===== config.mk =====
export PLATFORM = sky130hd
export DESIGN_NAME = i2c_word_arbiter
export DESIGN_NICKNAME = d
export VERILOG_FILES = /design/src/rtl/i2c_word_arbiter.sv
export SDC_FILE = /design/constraint.sdc
export NUM_CORES = 1
export LEC_CHECK = 0
export ABC_AREA = 1
export ABC_CLOCK_PERIOD_IN_PS = 2110
export CAP_MARGIN = 15
export CORE_ASPECT_RATIO = 0.6
export CORE_MARGIN = 2
export CORE_UTILIZATION = 45
export DETAILED_ROUTE_END_ITERATION = 12
export GPL_TIMING_DRIVEN = 0
export PLACE_DENSITY = 0.83
export SLEW_MARGIN = 30
export SYNTH_ARGS = -nofsm -noshare
export SYNTH_HDL_FRONTEND = slang
export SYNTH_SLANG_ARGS = --single-unit

===== constraint.sdc =====
create_clock -name CLK_400K -period 2.11 [get_ports CLK_400K]
set_clock_uncertainty 0.05 [all_clocks]
set_input_delay 0.422 -clock CLK_400K [delete_from_list [all_inputs] [get_ports CLK_400K]]
set_output_delay 0.422 -clock CLK_400K [all_outputs]
set_load 0.02 [all_outputs]

===== src/rtl/i2c_word_arbiter.sv =====
// -----------------------------------------------------------------------------
// i2c_word_arbiter
//
// Shares one I2C write-word engine (slave address + pointer + data byte,
// GO/END_OK handshake) between two requesters. For example, VCM focus writes
// use requester 0 and sensor register configuration uses requester 1.
//
// Each transaction runs as follows:
//   1. Round-robin grant.
//   2. Latch the 24-bit word onto the engine inputs.
//   3. Pulse the active-low GO.
//   4. Wait for END_OK.
//   5. Pulse the requester ACK.
//   6. Hold off for an inter-transaction bus gap.
//
// Runs entirely on the I2C tick clock.
//
// Parameters
//   GO_LOW_CYC   cycles ENG_GO_N is held low per launch (1..255)
//   GO_SETTLE    cycles after GO_N release before ENG_END is looked at (1..255)
//   GAP_CYC      idle cycles between transactions (0 = none, up to 2^20-1)
//   TIMEOUT_CYC  watchdog limit in cycles (only with I2C_ARB_TIMEOUT_EN)
//
// Build option
//   I2C_ARB_TIMEOUT_EN  when defined, a watchdog started at GO_LOW entry forces
//                       completion of a hung transaction and sets the sticky
//                       ERR flag. When undefined, WAIT_END waits forever and
//                       ERR is tied low.
//
// Ports
//   CLK_400K      in   1   I2C tick clock
//   RESET_N       in   1   asynchronous active-low reset
//   REQ0 / REQ1   in   1   request level, held until matching ACK
//   WORD0 / WORD1 in   24  {slave[7:0], pointer[7:0], data[7:0]}
//   ACK0 / ACK1   out  1   one-cycle pulse: transaction finished
//   ENG_GO_N      out  1   engine launch, active low
//   ENG_SLAVE     out  8   engine slave address
//   ENG_POINTER   out  8   engine register pointer
//   ENG_WDATA     out  8   engine write data
//   ENG_END       in   1   engine END_OK, 1 = idle/done
//   BUSY          out  1   high in every state except IDLE
//   GNT_ID        out  1   requester currently or last served
//   ERR           out  1   sticky watchdog flag
// -----------------------------------------------------------------------------
// state     | meaning
// ----------+------------------------------------------------------------------
// IDLE      | waiting for a request while the engine reports done
// LOAD      | latch granted word, update grant/last-served, drop GO_N
// GO_LOW    | hold GO_N low for GO_LOW_CYC cycles in total
// SETTLE    | ignore ENG_END for GO_SETTLE cycles (stale done from engine)
// WAIT_END  | wait for ENG_END (or watchdog expiry when built in)
// DONE      | one-cycle ACK to the granted requester
// GAP       | enforced bus idle for GAP_CYC cycles
// -----------------------------------------------------------------------------
module i2c_word_arbiter #(
   parameter int unsigned GO_LOW_CYC  = 3,
   parameter int unsigned GO_SETTLE   = 2,
   parameter int unsigned GAP_CYC     = 1000,
   parameter int unsigned TIMEOUT_CYC = 4096
) (
   input  logic        CLK_400K,
   input  logic        RESET_N,
   input  logic        REQ0,
   input  logic        REQ1,
   input  logic [23:0] WORD0,
   input  logic [23:0] WORD1,
   output logic        ACK0,
   output logic        ACK1,
   output logic        ENG_GO_N,
   output logic [7:0]  ENG_SLAVE,
   output logic [7:0]  ENG_POINTER,
   output logic [7:0]  ENG_WDATA,
   input  logic        ENG_END,
   output logic        BUSY,
   output logic        GNT_ID,
   output logic        ERR
);

   // Reject parameter values outside the supported ranges at elaboration.
   if (GO_LOW_CYC < 1 || GO_LOW_CYC > 255 || GO_SETTLE < 1 || GO_SETTLE > 255 ||
       GAP_CYC > 1048575 || TIMEOUT_CYC < 1) begin : g_bad_param
      $error("i2c_word_arbiter: parameter out of range");
   end

   // One down-counter is shared by GO_LOW, SETTLE and GAP.
   // It is sized for the largest of the three.
   localparam int unsigned CNT_MAX_A = (GO_LOW_CYC > GO_SETTLE) ? GO_LOW_CYC : GO_SETTLE;
   localparam int unsigned CNT_MAX   = (GAP_CYC > CNT_MAX_A) ? GAP_CYC : CNT_MAX_A;
   localparam int          CNT_W     = $clog2(CNT_MAX + 1);

   localparam logic [CNT_W-1:0] GO_LOW_LOAD = CNT_W'(GO_LOW_CYC - 1);
   localparam logic [CNT_W-1:0] SETTLE_LOAD = CNT_W'(GO_SETTLE - 1);
   localparam logic [CNT_W-1:0] GAP_LOAD    = CNT_W'((GAP_CYC == 0) ? 0 : GAP_CYC - 1);

   typedef enum logic [2:0] {
      ST_IDLE,
      ST_LOAD,
      ST_GO_LOW,
      ST_SETTLE,
      ST_WAIT_END,
      ST_DONE,
      ST_GAP
   } state_t;

   state_t           state_q, state_d;
   logic [CNT_W-1:0] cnt_q, cnt_d;
   logic             go_n_q, go_n_d;
   logic [23:0]      word_q, word_d;
   logic             ack0_q, ack0_d;
   logic             ack1_q, ack1_d;
   logic             gnt_id_q, gnt_id_d;
   logic             last_q, last_d;
   logic             sel_q, sel_d;

`ifdef I2C_ARB_TIMEOUT_EN
   localparam int                WD_W   = $clog2(TIMEOUT_CYC + 1);
   localparam logic [WD_W-1:0]   WD_MAX = WD_W'(TIMEOUT_CYC);
   localparam logic [WD_W-1:0]   WD_LIM = WD_W'(TIMEOUT_CYC - 1);

   logic [WD_W-1:0] wd_q, wd_d;
   logic            err_q, err_d;
`endif

   always_ff @(posedge CLK_400K or negedge RESET_N) begin
      if (!RESET_N) begin
         state_q  <= ST_IDLE;
         cnt_q    <= '0;
         go_n_q   <= 1'b1;
         word_q   <= '0;
         ack0_q   <= 1'b0;
         ack1_q   <= 1'b0;
         gnt_id_q <= 1'b0;
         last_q   <= 1'b1;
         sel_q    <= 1'b0;
`ifdef I2C_ARB_TIMEOUT_EN
         wd_q     <= '0;
         err_q    <= 1'b0;
`endif
      end else begin
         state_q  <= state_d;
         cnt_q    <= cnt_d;
         go_n_q   <= go_n_d;
         word_q   <= word_d;
         ack0_q   <= ack0_d;
         ack1_q   <= ack1_d;
         gnt_id_q <= gnt_id_d;
         last_q   <= last_d;
         sel_q    <= sel_d;
`ifdef I2C_ARB_TIMEOUT_EN
         wd_q     <= wd_d;
         err_q    <= err_d;
`endif
      end
   end

   always_comb begin
      state_d  = state_q;
      cnt_d    = cnt_q;
      go_n_d   = go_n_q;
      word_d   = word_q;
      ack0_d   = 1'b0;
      ack1_d   = 1'b0;
      gnt_id_d = gnt_id_q;
      last_d   = last_q;
      sel_d    = sel_q;
`ifdef I2C_ARB_TIMEOUT_EN
      wd_d     = wd_q;
      err_d    = err_q;
      // The watchdog only advances while a launch is outstanding.
      // It saturates at the limit instead of wrapping.
      if ((state_q == ST_GO_LOW || state_q == ST_SETTLE || state_q == ST_WAIT_END) &&
          wd_q != WD_MAX) begin
         wd_d = wd_q + 1'b1;
      end
`endif

      case (state_q)
         ST_IDLE: begin
            if ((REQ0 | REQ1) && ENG_END) begin
               state_d = ST_LOAD;
               // With both requesting, serve whoever was not served last.
               if (REQ0 && REQ1) sel_d = ~last_q;
               else              sel_d = REQ1;
            end
         end

         ST_LOAD: begin
            word_d   = sel_q ? WORD1 : WORD0;
            gnt_id_d = sel_q;
            last_d   = sel_q;
            go_n_d   = 1'b0;
            cnt_d    = GO_LOW_LOAD;
            state_d  = ST_GO_LOW;
`ifdef I2C_ARB_TIMEOUT_EN
            wd_d     = '0;
`endif
         end

         ST_GO_LOW: begin
            if (cnt_q == '0) begin
               go_n_d  = 1'b1;
               cnt_d   = SETTLE_LOAD;
               state_d = ST_SETTLE;
            end else begin
               cnt_d = cnt_q - 1'b1;
            end
         end

         ST_SETTLE: begin
            if (cnt_q == '0) state_d = ST_WAIT_END;
            else             cnt_d   = cnt_q - 1'b1;
         end

         ST_WAIT_END: begin
            if (ENG_END) begin
               state_d = ST_DONE;
               ack0_d  = ~gnt_id_q;
               ack1_d  = gnt_id_q;
            end
`ifdef I2C_ARB_TIMEOUT_EN
            else if (wd_q >= WD_LIM) begin
               // Engine hung: flag it but still ACK so the requester never stalls.
               err_d   = 1'b1;
               go_n_d  = 1'b1;
               state_d = ST_DONE;
               ack0_d  = ~gnt_id_q;
               ack1_d  = gnt_id_q;
            end
`endif
         end

         ST_DONE: begin
            if (GAP_CYC == 0) begin
               state_d = ST_IDLE;
            end else begin
               cnt_d   = GAP_LOAD;
               state_d = ST_GAP;
            end
         end

         ST_GAP: begin
            if (cnt_q == '0) state_d = ST_IDLE;
            else             cnt_d   = cnt_q - 1'b1;
         end

         default: begin
            state_d = ST_IDLE;
            go_n_d  = 1'b1;
         end
      endcase
   end

   assign ACK0        = ack0_q;
   assign ACK1        = ack1_q;
   assign ENG_GO_N    = go_n_q;
   assign ENG_SLAVE   = word_q[23:16];
   assign ENG_POINTER = word_q[15:8];
   assign ENG_WDATA   = word_q[7:0];
   assign BUSY        = (state_q != ST_IDLE);
   assign GNT_ID      = gnt_id_q;

`ifdef I2C_ARB_TIMEOUT_EN
   assign ERR = err_q;
`else
   assign ERR = 1'b0;
`endif

endmodule


==> flow_summary_export.csv <==
group,metric,value,unit
clocking,post_cts_buffers,0,
floorplanning,initial_core_util,0.463,
yosys,synth_cell_types,31,
yosys,syn_avg_cell_area,7.78,um2
clocking,cts.clk_slew.worst_paths,0.09,ns
cells_and_area,final_layout_size_suffix_gt1_frac,0.108,
critical_path,crit_path_max_fanout,2,
placed_design,pre_cts_slack,0.322,ns
yosys,netlist.top_cell.by_area,"dfrtp_1",
clocking,clkLatencyLatePin,0.30,ns
clocking,cts_resized,0,
min_path,hold_path_class,"in -> async",
drt,vias_per_cell,5.07,
floorplanning,die_w,96.6,um
critical_path,worstSetupEndpointType,"output port",
floorplanning,core,5000,um2
drt,wire_per_inst,13.6,um
sta,finalHoldViolCount,0,
yosys,netlist.area_leader.share,0.443,
sta,max_freq,528,MHz
drt,totalWireLength,6190,um
sta,setup-tns-final,0,ns
placed_design,dpl.hpwl,4690,um
job,cap_violations,0,
sta,rsz0062_at_grt,"false",
sta,setup_viol,0,
yosys,synth_edf_count,0,
yosys,syn_inst,298,
clocking,cts.sinks,43,
sta,slew_headroom,0.641,
global_routing,antenna_found_initial,0,
cells_and_area,syn2layout_area_growth,44.5,%
critical_path,worst-path-buf-inv,1,
global_routing,gr-total-overflow,0,
yosys,syn_nets,352,
critical_path,arrival,1.42,ns
sta,worst_pin_slew,0.539,ns
drt,antenna_left,0,
cells_and_area,nNetsFinal,441,
critical_path,max_stage_delay,0.59,ns
placed_design,dpl.cell_count,446,
clocking,cts_max_level,2,
status,status,"complete, no violations",
critical_path,required,1.64,ns
placed_design,gp_congestion,0.874,
yosys,synthArstFlopShare,1.00,
clocking,cts_made_buffers,5,
clocking,cts_tree,"built",
cells_and_area,fin_cells,454,
critical_path,crit_chain,"clkdlybuf4s50_1",
floorplanning,fp.dieH,59.6,um
clocking,clock-root-buffer,"clkbuf_8",
sta,post-route-period-util,0.898,
cells_and_area,diodes,0,
global_routing,grt_max_degree,23,
yosys,synth_warnings,0,
placed_design,placed_area,3230,um2
pwr,power.leakage,1.53,nW
pwr,power_density,494,nW/um2
yosys,synth_area,2320,um2
global_routing,grt_pass1_wl,10000,um
critical_path,cp_top_family,"buffers and inverters",
critical_path,cp-start-kind,"register",
critical_path,crit_type,"reg -> out",
floorplanning,row_count,20,
floorplanning,die_area,5760,um2
cells_and_area,num-fill-cells,413,
yosys,synthTopCellsByCount,"nand2_1 (73), nor2_1 (62), dfrtp_1 (41)",
drt,dr.pass1.iters,4,
clocking,cts.path.max_buffers,2,
drt,num_vias,2304,
clocking,ctsHoldBuffers,0,
critical_path,crit_slowest_cell,"clkdlybuf4s50_1",
cells_and_area,fin_area,3350,um2
sta,setup_ws,0.215,ns
global_routing,grt_usage,0.219,
drt,dr.first_iter.drc_count,139,
floorplanning,io_pins,83,
global_routing,grt_pass1_vias,2086,
yosys,synth-seq-cells,43,
drt,post-route-drc-count,0,
sta,fin_crit,1.90,ns
yosys,synthFlopType,"dfrtp_1",
yosys,ys_seq_area_frac,0.465,
placed_design,portBuffers,81,
yosys,synthTopCellsByArea,"dfrtp_1 (44%), nand2_1 (12%), nor2_1 (10%)",
pwr,ir_worst_vdd,0.312,mV
yosys,synth.most_common_cell,"nand2_1",
sta,maxSlewViolCount,0,
==> layer usage <==
layer / vias to the layer above / GRT usage / wire (um)
met4: 0 / 0.0684 / 53
met1: 1066 / 0.315 / 3080
met3: 8 / 0.0554 / 393
li1: 1148 / - / -
met2: 82 / 0.327 / 2660
met5: - / 0 / 0
==> cells by family after synthesis <==
| group | count (synthesis) | synth area share |
|---|---|---|
| other | 1 | 0.00162 |
| AND/OR/NAND/NOR | 171 | 0.325 |
| buffers and inverters | 39 | 0.0756 |
| flip-flops | 43 | 0.465 |
| AO/OA/AOI/OAI | 43 | 0.127 |
| adder cells (fa/ha/maj) | 1 | 0.00540 |
==> path summary, 6_finish.rpt <==
kind                       depth (start not counted)  slack (ns)   endpoint     start
max in group asynchronous                          2        1.40     last_q   RESET_N
max                                                1        0.21   ENG_GO_N  ENG_GO_N
max reg2reg                                        9        0.27   cnt_q[7]  cnt_q[0]
min reg2reg                                        1        0.42       ACK0    GNT_ID
min                                                1        0.05  word_q[3]   RESET_N
min in group CLK_400K                              1        0.42       ACK0    GNT_ID
==> registers in the layout, summed over array words and instances (netlist names) <==
signal / flops
cnt_q: 10
sel_q: 1
GNT_ID: 1
ACK0: 1
word_q: 24
state_q: 3
ENG_GO_N: 1
ACK1: 1
last_q: 1
==> report_power, final <==
| group | switching, mW | total [mW] | internal [mW] |
|---|---|---|---|
| Clock | 0.297 | 0.650 | 0.353 |
| Sequential | 0.000279 | 0.825 | 0.825 |
| Combinational | 0.0736 | 0.179 | 0.106 |
==> cells in the final DEF, fill, tap and decap left out, drive strengths merged <==
cell type | Yosys | layout
o21ai | 10 | 10
or2 | 1 | 1
dfrtp | 41 | 41
buf | 8 | 10
o31ai | 24 | 24
nand3 | 21 | 21
clkdlybuf4s50 | 0 | 79
dfstp | 2 | 2
o211ai | 1 | 1
dlymetal6s2s | 0 | 1
inv | 25 | 25
clkinv | 1 | 3
nand2 | 78 | 78
o21a | 1 | 1
a21oi | 5 | 5
nor3 | 3 | 3
bufinv | 0 | 1
ha | 1 | 1
nor2 | 65 | 65
conb | 1 | 1
o2111ai | 2 | 2
clkbuf | 5 | 10
nand4 | 3 | 3
==> cell type report <==
cell class,count,area [um2],area share
multi-input cells,216,1060,0.318
plain buffers,13,73.8,0.0220
well taps,66,82.6,0.0247
inverters,26,101,0.0303
clock buffers,5,68.8,0.0206
clock inverters,3,43.8,0.0131
flip-flops and latches,43,1080,0.322
repair buffers,82,836,0.250
==> metrics by stage <==
| stage | utilization | total power [mW] | hold slack, ns |
|---|---|---|---|
| finish | 0.669 | 1.65 | 0.0494 |
| global route | 0.669 | 1.73 | 0.0825 |
| CTS | 0.669 | 1.67 | 0.0606 |
| detailed placement | 0.646 | 1.02 | 0.390 |
| global placement | 0.642 | 1.01 | 0.408 |
| floorplan | - | 0.889 | 0.0764 |
==> worst register-to-register path: cells and delay by family, from the launching register on <==
kind / cells / cell delay, ns
DFF: 1 / 0.39
buffers and inverters: 1 / 0.11
and+or+nand+nor: 7 / 0.96
adders and majority gates: 1 / 0.22
(Power assumes the default switching activity.)
